**config.mk**
```make
export PLATFORM = sky130hd
export DESIGN_NAME = frame_fetch
export DESIGN_NICKNAME = d
export VERILOG_FILES = /design/src/rtl/frame_fetch_pkg.sv /design/src/rtl/frame_fetch_pixel_delay_pipe.sv /design/src/rtl/frame_fetch.sv
export SDC_FILE = /design/constraint.sdc
export NUM_CORES = 1
export LEC_CHECK = 0
export CAP_MARGIN = 20
export CORE_ASPECT_RATIO = 0.5
export CORE_MARGIN = 4
export CORE_UTILIZATION = 45
export CTS_CLUSTER_DIAMETER = 120
export DETAILED_ROUTE_END_ITERATION = 7
export PLACE_DENSITY_LB_ADDON = 0.15
export SYNTH_ARGS = -nofsm -noshare
export SYNTH_HDL_FRONTEND = slang
export SYNTH_SLANG_ARGS = --single-unit
```
**constraint.sdc**
```tcl
create_clock -name clk -period 14.1 [get_ports clk]
set_input_delay 3.525 -clock clk [delete_from_list [all_inputs] [get_ports clk]]
set_output_delay 3.525 -clock clk [all_outputs]
set_load 0.03 [all_outputs]
```
**src/rtl/frame_fetch_pkg.sv**
```systemverilog
// -----------------------------------------------------------------------------
// frame_fetch_pkg
// Shared definitions for the frame_fetch pixel fetch stage:
//   - fetch_state_t : window-tracking FSM states
//   - DEF_*         : default image window geometry and framebuffer base
//   - pix_tag_t     : per-pixel record carried down the latency-matching pipe
// -----------------------------------------------------------------------------
package frame_fetch_pkg;

  typedef enum logic [1:0] {
    IDLE = 2'd0,  // waiting for frame start
    LINE = 2'd1,  // inside a window row
    GAP  = 2'd2,  // between window rows
    DONE = 2'd3   // past the last window row
  } fetch_state_t;

  localparam int unsigned DEF_X0 = 120;
  localparam int unsigned DEF_Y0 = 0;
  localparam int unsigned DEF_W  = 320;
  localparam int unsigned DEF_H  = 200;

  localparam logic [31:0] DEF_BASE_ADDR = 32'h0000_0400;

  // Everything that must stay aligned with the returning read data.
  typedef struct packed {
    logic       fetched;
    logic       blank;
    logic       vsync;
    logic       hsync;
    logic [9:0] y;
    logic [9:0] x;
  } pix_tag_t;

endpackage

```
**src/rtl/frame_fetch_pixel_delay_pipe.sv**
```systemverilog
// -----------------------------------------------------------------------------
// pixel_delay_pipe
// Fixed-depth register pipe with synchronous active-low clear.
// Ports:
//   clk    : clock
//   rst_n  : synchronous active-low clear of every stage
//   d      : WIDTH-bit input word
//   q      : d delayed by exactly DEPTH cycles
// Parameters: DEPTH (>= 1), WIDTH.
// -----------------------------------------------------------------------------
module pixel_delay_pipe #(
  parameter int unsigned DEPTH = 2,
  parameter int unsigned WIDTH = 24
) (
  input  logic             clk,
  input  logic             rst_n,
  input  logic [WIDTH-1:0] d,
  output logic [WIDTH-1:0] q
);

  logic [WIDTH-1:0] stage_d [DEPTH];
  logic [WIDTH-1:0] stage_q [DEPTH];

  always_comb begin
    stage_d[0] = d;
    for (int i = 1; i < DEPTH; i++) begin
      stage_d[i] = stage_q[i-1];
    end
  end

  // NOTE: every stage is cleared, not just the output: a stale fetched tag
  // left inside the pipe would otherwise surface after reset as valid data.
  always_ff @(posedge clk) begin
    if (!rst_n) begin
      for (int i = 0; i < DEPTH; i++) begin
        stage_q[i] <= '0;
      end
    end else begin
      // NOTE: non-blocking so every stage samples its predecessor's old value.
      stage_q <= stage_d;
    end
  end

  assign q = stage_q[DEPTH-1];

endmodule

```
**src/rtl/frame_fetch.sv**
```systemverilog
// -----------------------------------------------------------------------------
// frame_fetch
// Pixel fetch stage between the VGA timing controller and the graphic
// generator. Issues one framebuffer word read per in-window pixel and delays
// coordinates/syncs by RD_LAT so they meet the returning word.
//
// Ports:
//   clk, rst_n                       : pixel clock, synchronous active-low reset
//   x_in, y_in                       : current pixel coordinates (10 bit)
//   hsync_in, vsync_in, blank_in     : timing signals
//   mem_gnt                          : memory port granted this cycle
//   mem_re, mem_addr                 : read request / word address (combinational)
//   mem_rdata                        : read data, RD_LAT cycles after mem_re
//   x_out, y_out, *_out              : inputs delayed by RD_LAT
//   ReadData                         : pixel word aligned with x_out/y_out
//   underrun_cnt                     : saturating count of ungranted window cycles
//                                      (only with FRAME_FETCH_UNDERRUN_CNT_EN)
//
// Configuration macro: FRAME_FETCH_UNDERRUN_CNT_EN adds the underrun counter.
// -----------------------------------------------------------------------------
module frame_fetch
  import frame_fetch_pkg::*;
#(
  parameter int unsigned X0        = DEF_X0,
  parameter int unsigned Y0        = DEF_Y0,
  parameter int unsigned W         = DEF_W,
  parameter int unsigned H         = DEF_H,
  parameter logic [31:0] BASE_ADDR = DEF_BASE_ADDR,
  parameter int unsigned RD_LAT    = 2
) (
  input  logic        clk,
  input  logic        rst_n,
  input  logic [9:0]  x_in,
  input  logic [9:0]  y_in,
  input  logic        hsync_in,
  input  logic        vsync_in,
  input  logic        blank_in,
  input  logic        mem_gnt,
  output logic        mem_re,
  output logic [31:0] mem_addr,
  input  logic [31:0] mem_rdata,
  output logic [9:0]  x_out,
  output logic [9:0]  y_out,
  output logic        hsync_out,
  output logic        vsync_out,
  output logic        blank_out,
  output logic [31:0] ReadData
`ifdef FRAME_FETCH_UNDERRUN_CNT_EN
  ,
  output logic [15:0] underrun_cnt
`endif
);

  localparam logic [9:0]  X_FIRST  = 10'(X0);
  localparam logic [9:0]  X_LAST   = 10'(X0 + W - 1);
  localparam logic [9:0]  Y_FIRST  = 10'(Y0);
  localparam logic [9:0]  Y_LAST   = 10'(Y0 + H - 1);
  localparam logic [31:0] ROW_STEP = 32'(W);

  fetch_state_t state_q, state_d, state_eff;
  logic [31:0]  row_base_q, row_base_d, row_base_eff;
  logic [9:0]   col_q, col_d, col_eff;
  logic [31:0]  last_pix_q, last_pix_d;
  logic         frame_start;
  logic         in_line;

  assign frame_start = (x_in == 10'd0) && (y_in == 10'd0);

  // state_eff is the state that applies to the pixel on x_in/y_in this cycle.
  // Window entry must take effect on the first window pixel itself, so the
  // entry transitions are resolved combinationally here; the register only
  // holds where the previous pixel left us.
  // NOTE: every variable gets a default before any branch, so no latches.
  always_comb begin
    state_eff    = state_q;
    row_base_eff = row_base_q;
    col_eff      = col_q;

    if (frame_start) begin
      // Resynchronises from any state, including mid-row.
      state_eff = IDLE;
    end else if (state_q == IDLE && x_in == X_FIRST && y_in == Y_FIRST) begin
      state_eff    = LINE;
      row_base_eff = BASE_ADDR;
      col_eff      = '0;
    end else if (state_q == GAP && x_in == X_FIRST) begin
      state_eff = LINE;
      col_eff   = '0;
    end

    in_line    = (state_eff == LINE);
    state_d    = state_eff;
    row_base_d = row_base_eff;
    col_d      = col_eff;

    // Counters advance on every window cycle, granted or not, so a missed
    // grant never shifts the addresses of later pixels.
    if (in_line) begin
      col_d = col_eff + 10'd1;
      if (x_in == X_LAST) begin
        if (y_in == Y_LAST) begin
          state_d = DONE;
        end else begin
          state_d    = GAP;
          row_base_d = row_base_eff + ROW_STEP;
        end
      end
    end
  end

  assign mem_re   = in_line && mem_gnt;
  assign mem_addr = row_base_eff + {22'd0, col_eff};

  // ---------------------------------------------------------------------------
  // Latency-matching pipe
  // ---------------------------------------------------------------------------
  pix_tag_t pipe_in, pipe_out;
  logic [$bits(pix_tag_t)-1:0] pipe_out_vec;

  always_comb begin
    pipe_in.fetched = mem_re;
    pipe_in.blank   = blank_in;
    pipe_in.vsync   = vsync_in;
    pipe_in.hsync   = hsync_in;
    pipe_in.y       = y_in;
    pipe_in.x       = x_in;
  end

  pixel_delay_pipe #(
    .DEPTH (RD_LAT),
    .WIDTH ($bits(pix_tag_t))
  ) u_delay (
    .clk   (clk),
    .rst_n (rst_n),
    .d     (pipe_in),
    .q     (pipe_out_vec)
  );

  assign pipe_out  = pipe_out_vec;
  assign x_out     = pipe_out.x;
  assign y_out     = pipe_out.y;
  assign hsync_out = pipe_out.hsync;
  assign vsync_out = pipe_out.vsync;
  assign blank_out = pipe_out.blank;

  // The memory already registers mem_rdata, so selecting it here keeps the
  // word in the same cycle as its coordinates. Unfetched pixels repeat the
  // last returned word.
  always_comb begin
    last_pix_d = last_pix_q;
    if (pipe_out.fetched) begin
      last_pix_d = mem_rdata;
    end
  end

  assign ReadData = pipe_out.fetched ? mem_rdata : last_pix_q;

  always_ff @(posedge clk) begin
    if (!rst_n) begin
      state_q    <= IDLE;
      row_base_q <= BASE_ADDR;
      col_q      <= '0;
      last_pix_q <= '0;
    end else begin
      state_q    <= state_d;
      row_base_q <= row_base_d;
      col_q      <= col_d;
      last_pix_q <= last_pix_d;
    end
  end

`ifdef FRAME_FETCH_UNDERRUN_CNT_EN
  // ---------------------------------------------------------------------------
  // Underrun counter: window cycle without grant; saturates, cleared by reset.
  // ---------------------------------------------------------------------------
  logic [15:0] underrun_cnt_q, underrun_cnt_d;

  always_comb begin
    underrun_cnt_d = underrun_cnt_q;
    if (in_line && !mem_gnt && underrun_cnt_q != 16'hFFFF) begin
      underrun_cnt_d = underrun_cnt_q + 16'd1;
    end
  end

  always_ff @(posedge clk) begin
    if (!rst_n) begin
      underrun_cnt_q <= '0;
    end else begin
      underrun_cnt_q <= underrun_cnt_d;
    end
  end

  assign underrun_cnt = underrun_cnt_q;
`endif

endmodule
```
# == After elaboration in Yosys (flattened, before gate mapping) ==
# Cells that the tools add are included.
# totals
elab_cells,38
regBits,124
inputBits,58
memories,0
latchBits,0
romBits,0
mem_bits_rw,0
out_inout_bits,88
# op_classes
magnitude_cmp,0
n_mul,0
mux,16
eq_ne,5
reduce_logical,8
shifts,0
n_div,0
n_addsub,3
bitwise_logic,0
# op_table
op,count
two-way mux 32 bit,6
two-way mux 10 bit,4
adder 32 x 10 -> 32 bit,1
"adder 32 x 9 -> 32 bit, second input constant",1
logical NOT 10 bit,2
"adder 10 x 1 -> 10 bit, second input constant",1
"== test 10 x 7 -> 1 bit, second input constant",1
"== test 10 x 8 -> 1 bit, second input constant",1
"== test 10 x 9 -> 1 bit, second input constant",1
two-way mux 2 bit,5
logical AND 1 bit,5
"== test 2 x 1 -> 1 bit, second input constant",1
"== test 2 bit, second input constant",1
logical NOT 2 bit,1
two-way mux 1 bit,1

# == Longest topological paths before layout ==
# Gate-level depths: netlist of the first run.
# depth
ltp_word,9
depth_mapped,15
mapped_depth_nobuf,14

# == Modules after synthesis ==
# A second synthesis of the first run with hierarchy kept.
# hier_totals
hier_cells,640
area_unflattened_um2,5871.9
# modules_own_cells
mod,instances,area_each_um2,seq_area_each_um2,cells_per_inst
frame_fetch,1,4540.6,1521.5,539
pixel_delay_pipe,1,1331.3,960.9,101

# == Least setup slack after synthesis of the first run ==
# No wires, ideal clock.
# synth_path
path_type,input to output
startpoint,input y_in[5]
endpoint,output mem_addr[19]
t_required_ns,10.575
path_slack_ns,3.542
t_arrival_ns,7.033
path_stages,13
path_buffers,1
cell_sequence,nor4_4 and4_1 nand3_1 clkbuf_1 and2_1 ha_1 o21ai_0 nor2_1 nor2_1 maj3_4 o31a_1 or4_1 a21oi_1
# synth_between
elab_chain_len,5
word_cells_on_any_way,8
classes_between,1 x add/sub; 4 x mux; 3 x reduce/logical
# synth_rtl
item,line,text
start: declaration,frame_fetch.sv:34,"input logic [9:0] y_in,"
logical NOT 10 bit (*),"frame_fetch.sv:67, frame_fetch.sv:82",
logical AND 1 bit,frame_fetch.sv:82,end else if (state_q == IDLE && x_in == X_FIRST && y_in == Y_FIRST) begin
two-way mux 32 bit or two-way mux 10 bit (tied branches),frame_fetch.sv:82,
two-way mux 32 bit or two-way mux 10 bit (tied branches),frame_fetch.sv:79,if (frame_start) begin
adder 32 x 10 -> 32 bit (*),frame_fetch.sv:112,"assign mem_addr = row_base_eff + {22'd0, col_eff};"
end: declaration,frame_fetch.sv:40,"output logic [31:0] mem_addr,"
# Every way passes the cells marked *; elsewhere a longest branch is shown, timed or not.

# == Final worst setup path of the first run ==
# layout_path
startpoint,input y_in[5]
endpoint,output mem_addr[31]
# The elaborated chain is that of the path after synthesis.

==> impl_results.md, run 1 <==
- Status: completed
- Minimum clock period: between 10 and 15 ns
- Wire per inst: 16.2 um
- Nets: 842
- Vias per cell: 5.24
- R2R setup slack: 10.66 ns
- Post-Syn Instances: 655
- Number of hold buffers added after cts: 0
- Pins Over Slew Limit: 0
- Drt pass-1 iters: 5
- Final instance area: 8060 um2
- CP Launch Type: input port
- Layout cell share with drive strength beyond 1: 11.5%
- Setup violators final: 0
- Longest Clk Path Bufs: 2
- Via count: 5001
- Synth cell types: 65
- Top post-synthesis cells by area: dfxtp_1 41%, and2_1 11%, mux2_2 5.9%
- Layout area overhead: 32.5%
- Peak supply drop: about 50 uV
- Overall routing resource usage: 19.7%
- Power Total: 816 uW
- Initial Util: between 40% and 50%
- Crit. Startpoint: y_in[5]
- Max H-tree Level: 4
- Worst Reg-to-Reg Cells: 9
- Lkg Pwr: 0.00314 uW
- Chip width: between 150 and 200 um
- Antenna fix cells: 0
- Port Buffers: approximately 150
- CTS clk-pin slew, worst paths: approximately 0.06 ns
- Worst-skew pair later-pin latency: 0.41 ns
- CP Capture Type: output port
- CTS tree: built
- Wire length of the first global-routing pass: approximately 25000 um
- Most common cell after layout, fill and taps aside: clkdlybuf4s50_1
- DP Area: 7490 um2
- Die Y: 90.2 um
- Seq/Total Area, Yosys: 40.8%
- Gr ovfl total: 0
- Power per cell area: 101 nW/um2
- Initial DRC Count: 380
- Die ar.: 15600 um2
- Clk_skew: just over 0.009 ns
- Worst-path fanout max: 22
- CP max stage delay: 0.70 ns
- Setup TNS: 0 ns
- Slowest cell on crit path: clkdlybuf4s50_1
- Worst endpoint required time: 10.57 ns
- Actual slew at the worst max-slew pin: about 0.94 ns
- Unrepaired setup endpoints after global routing: false
- Crit Reg-Reg Endpoint: row_base_q[24]
- Buf/Inv on CP: 2
- Hpwl dp: 11000 um
- Crit path depth: 14
- R2r startpoint: state_q[1]
- Main synth FF type: dfxtp_1
- CTS buffer count: 17
- Mean post-synth cell area: 9.29 um2
- F_max: roughly 81 MHz
- Io pins: 146
- Post-CTS sizing: 0
- Final worst-path cycle share: 87.0%
- Synthesized area: between 6000 and 7000 um2
- Site Rows: 29
- Worst EP arrival: a little under 9 ns
- Slew headroom: between 30% and 40%
- Setup Fix Bufs, Post-CTS: 0
- Yosys warning count: 0
- EDFF count, synth: 0
- DR DRC count: 0
- Hold Path Class: reg2reg
- Crit path cell chain: clkdlybuf4s50_1 -> nor4_4 -> and4_1 -> nand3_1 -> and2_1 -> ha_1 -> a21o_1 -> a21o_1 -> a21oi_1 -> a2bb2oi_1 -> o31a_1 -> o21ai_0 -> a21oi_1 -> clkdlybuf4s50_1
- Post-synthesis async set-or-reset flop share: 0%
- Vias in the first global route: ~4.8k
- Synth Register Bits: 124
- Largest net degree at the start of global routing: 116
- CP endpoint: mem_addr[31]
- Delay-heaviest family, CP: simple AND/OR/NAND/NOR gates
- Setup CP Type: in2out
- RD Place Congestion: between 0.8 and 0.9
- Clock root buffer: clkbuf_16
- Initial antenna violation count: 0
- Maxcap violations: 0
- Core region area: roughly 13000 um2
- Antenna Nets Post-Route: 0
- Yosys top cell area share: roughly 41%
- # clock sinks: about 120
- Post-route core utilization: 62.2%
- Routed WL: around 16000 um
- Fin. Hold Viols: 0
- Cell type with the largest total area after synthesis: dfxtp_1
- Most frequent cells in the layout: 144 x clkdlybuf4s50_1, 124 x dfxtp_1, 106 x and2_1
- Synthesized net count: 725
cell families (layout without fill, tap and decap cells):
kind of cell    after synthesis  after routing  synth area share (%)
fa+ha+maj                    13             13                  2.82
xor+xnor                     40             40                  5.76
flops                       124            124                  40.8
simple gates                294            294                  28.4
compound gates               82             82                  9.77
buf+inv                      63            193                  5.37
mux                          39             39                  7.08
worst register-to-register path, cell delays in order (launching register included):
cell and delay [ns]:
dfxtp_1 0.66, inv_1 0.21, nand3_1 0.64, and2_1 0.32, ha_1 0.22, o21ai_0 0.11
a2111oi_2 0.73, nand2b_1 0.15, xor2_1 0.17, and2_1 0.15
worst min-delay path by stage:
stage,start,end,slack [ns],cells after the start
floorplan,u_delay.stage_d[0],u_delay.q[0],0.41,1
global placement,u_delay.stage_d[14],u_delay.q[14],0.41,1
detailed placement,u_delay.stage_d[9],u_delay.q[9],0.42,1
CTS,u_delay.stage_d[1],u_delay.q[1],0.43,1
global route,u_delay.stage_d[5],u_delay.q[5],0.43,1
finish,u_delay.stage_d[1],u_delay.q[1],0.43,1
cell usage after synthesis (all sizes together), types with 13 or more instances:
cell type / number
nand3: 21
buf: 29
clkbuf: 23
xnor2: 26
mux2: 32
dfxtp: 124
and2: 107
nor2: 43
and3: 15
nand4: 13
xor2: 14
o21ai: 17
a21oi: 22
nand2: 44
flip-flops by register name (all words and copies together) (netlist names):
register,flops
u_delay.stage_d,24
u_delay.q,24
state_q,2
col_q,10
row_base_q,32
last_pix_q,32
cell type report:
type	count	area (um2)
multi-input combinational	468	3270
timing repair buffer	150	1480
inverter	11	41.3
clock buffer	18	429
fill	1093	4890
sequential	124	2480
clock inverter	14	138
tap	170	213
where the power goes:
part	leakage, uW	total [uW]	internal [uW]	switching, uW
Clock	0.000272	418	246	172
Combinational	0.00186	40.4	22.2	18.2
Sequential	0.00101	358	356	1.26
stage by stage:
stage / setup WS [ns] / std cells / hold WS (ns)
6_report: 1.83 / 955 / 0.429
4_1_cts: 1.87 / 955 / 0.427
3_5_place_dp: 1.91 / 923 / 0.418
3_3_place_gp: 1.99 / 923 / 0.414
5_1_grt: 1.46 / 955 / 0.430
2_1_floorplan: 3.54 / 655 / 0.412
per-layer routing:
metal	routed length, um	part of all wire, %	vias to the layer above	global-route usage, %
met1	7410	48	2357	26.7
met4	151	0.97	0	5.89
met3	1060	6.8	16	4.91
met2	6890	44	151	31.0
li1	-	-	2477	-
met5	0	0	-	0
Power figures use the tool's default switching activity.
==> run 2, diff against run 1 <==
--- a/config.mk
+++ b/config.mk
@@ -9,9 +9,11 @@
 export CORE_ASPECT_RATIO = 0.5
 export CORE_MARGIN = 4
 export CORE_UTILIZATION = 45
+export CTS_BUF_LIST = sky130_fd_sc_hd__clkbuf_8
 export CTS_CLUSTER_DIAMETER = 120
 export DETAILED_ROUTE_END_ITERATION = 7
 export PLACE_DENSITY_LB_ADDON = 0.15
+export SLEW_MARGIN = 5
 export SYNTH_ARGS = -nofsm -noshare
 export SYNTH_HDL_FRONTEND = slang
 export SYNTH_SLANG_ARGS = --single-unit
==> run 2 against run 1 <==
- maximum frequency up 0.42%
- die area unchanged
- design area down 2.4%
- routed wire length down 1.4%
- worst hold slack worse by 0.0075 ns
- combinational power about the same
- global-route usage down 0.24 points
- critical path type unchanged
- critical endpoint is now mem_addr[21]
- largest cell class unchanged
- largest power group is now sequential cells
- highest routed layer unchanged
==> impl_results.md, run 2 (synthesized netlist as in run 1, its figures left out) <==
- Largest net degree at the start of global routing: 116
- Worst Reg-to-Reg Cells: 9
- Via count: 5008
- Inst Count DP: 923
- Lkg Pwr: 0.00306 uW
- Buf/Inv on CP: 2
- R2r startpoint: state_q[1]
- Clk_skew: between 0.01 and 0.015 ns
- Fin cells: 955
- Layout area overhead: 29.4%
- Wire length of the first global-routing pass: 24400 um
- Crit Reg-Reg Endpoint: row_base_q[24]
- Nets: 842
- Number of hold buffers added after cts: 0
- Setup TNS: 0 ns
- CTS buffer count: 17
- Vias in the first global route: 4765
- Wire per inst: roughly 16 um
- Initial DRC Count: 389
- Crit path cell chain: clkdlybuf4s50_1 -> nor4_4 -> and4_1 -> nand3_1 -> and2_1 -> ha_1 -> a211oi_1 -> nor2_1 -> nor2_1 -> maj3_4 -> o31a_1 -> or4_1 -> a21oi_1 -> clkdlybuf4s50_1
- R2R setup slack: 10.65 ns
- Antenna Nets Post-Route: 0
- Site Rows: 29
- CTS clk-pin slew, worst paths: 0.08 ns
- Slew headroom: 38.2%
- RD Place Congestion: roughly 0.9
- Io pins: around 150
- Maxcap violations: 0
- Power per cell area: 88.5 nW/um2
- Minimum clock period: 12.22 ns
- Setup CP Type: in2out
- Hold path cells: 1
- Worst-path fanout max: 22
- DR DRC count: 0
- Hpwl dp: between 10000 and 15000 um
- Pins Over Slew Limit: 0
- CTS tree: built
- Longest Clk Path Bufs: 2
- Hold_sp: u_delay.stage_d[8]
- Clock root buffer: clkbuf_8
- Initial antenna violation count: 0
- Routed WL: 15300 um
- Gr ovfl total: 0
- Most frequent cells in the layout: 144 x clkdlybuf4s50_1, 124 x dfxtp_1, 106 x and2_1
- Setup violators final: 0
- CP max stage delay: 0.68 ns
- Unrepaired setup endpoints after global routing: false
- Actual slew at the worst max-slew pin: 0.927 ns
- Worst EP arrival: between 8 and 9 ns
- F_max: 81.8 MHz
- Worst-skew pair later-pin latency: 0.44 ns
- CP Launch Type: input port
- Slowest cell on crit path: clkdlybuf4s50_1
- Layout cell share with drive strength beyond 1: 11.5%
- Drt pass-1 iters: 5
- Final worst-path cycle share: 86.7%
- Peak supply drop: ~38 uV
- # clock sinks: 124
- Setup Fix Bufs, Post-CTS: 0
- Worst endpoint required time: 10.57 ns
- Most common cell after layout, fill and taps aside: clkdlybuf4s50_1
- Fin. Hold Viols: 0
- Core region area: 13000 um2
- Initial Util: about 47%
- Antenna fix cells: 0
- Die Y: 90.2 um
- Overall routing resource usage: 19.5%
- Vias per cell: 5.24
- Post-CTS sizing: 0
- Hold Path Class: reg2reg
- Delay-heaviest family, CP: simple AND/OR/NAND/NOR gates
- Die ar.: 15600 um2
- Status: completed
- Chip width: 172 um
- Regs by FF count: last_pix_q x32, row_base_q x32
- CP Capture Type: output port
- Port Buffers: 145
- Hold Path Sink: u_delay.q[8]
- Max H-tree Level: 4
==> run 2: cell types whose count changed in the layout (fill, tap and decap cells not counted), sizes merged <==
cell	change
clkbuf	-1
inv	+1
==> run 2: cell type report <==
cell class / instances / area, um2
fillers: 1115 / 5080
repair buffers: 150 / 1480
clock inverters: 15 / 141
clock buffers: 17 / 234
multi-input cells: 468 / 3270
inverters: 11 / 41.3
well taps: 170 / 213
flip-flops and latches: 124 / 2480
==> run 2: power breakdown <==
group / leakage [uW] / internal [uW] / switching (uW) / total (uW)
clock: 0.000189 / 142 / 157 / 299
sequential: 0.00101 / 356 / 1.21 / 357
combinational: 0.00186 / 22.2 / 18.0 / 40.2
==> run 2: per-layer routing <==
layer  vias to the layer above  routed length, um  global-route usage, %  share of wire (%)
li1                       2476                  -                      -                  -
met1                      2365               7340                   26.8                 48
met2                       150               6750                   30.2                 44
met3                        17               1040                   5.08                6.8
met4                         0                155                   5.17                1.0
met5                         -                  0                      0                  0
==> run 2: worst max-delay path by stage <==
stage               slack, ns  cells past startpoint      endpoint  startpoint
floorplan                3.54                     13  mem_addr[19]     y_in[5]
global placement         1.99                     14  mem_addr[19]     y_in[5]
detailed placement       1.91                     14  mem_addr[19]     y_in[5]
CTS                      1.87                     14  mem_addr[19]     y_in[5]
global route             1.47                     14  mem_addr[31]     y_in[0]
finish                   1.88                     14  mem_addr[21]     y_in[5]
==> run 2: through the flow <==
step                total power [uW]  hold slack (ns)  worst slack [ns]  utilization, %  area [um2]
floorplan                        383            0.412              3.54               -        6080
global route                     724            0.429              1.47            60.8        7870
detailed placement               406            0.418              1.91            57.9        7490
global placement                 405            0.414              1.99            57.9        7490
finish                           696            0.421              1.88            60.8        7870
CTS                              706            0.420              1.87            60.8        7870
==> run 2: worst register-to-register path, delay by kind of cell (launching register included) <==
kind	cells	cell delay, ns
and+or+nand+nor	4	1.25
AOI/OAI and AO/OA	2	0.86
xor gates and xnor gates	1	0.17
DFF	1	0.66
buffers and inverters	1	0.21
adders and majority gates	1	0.22
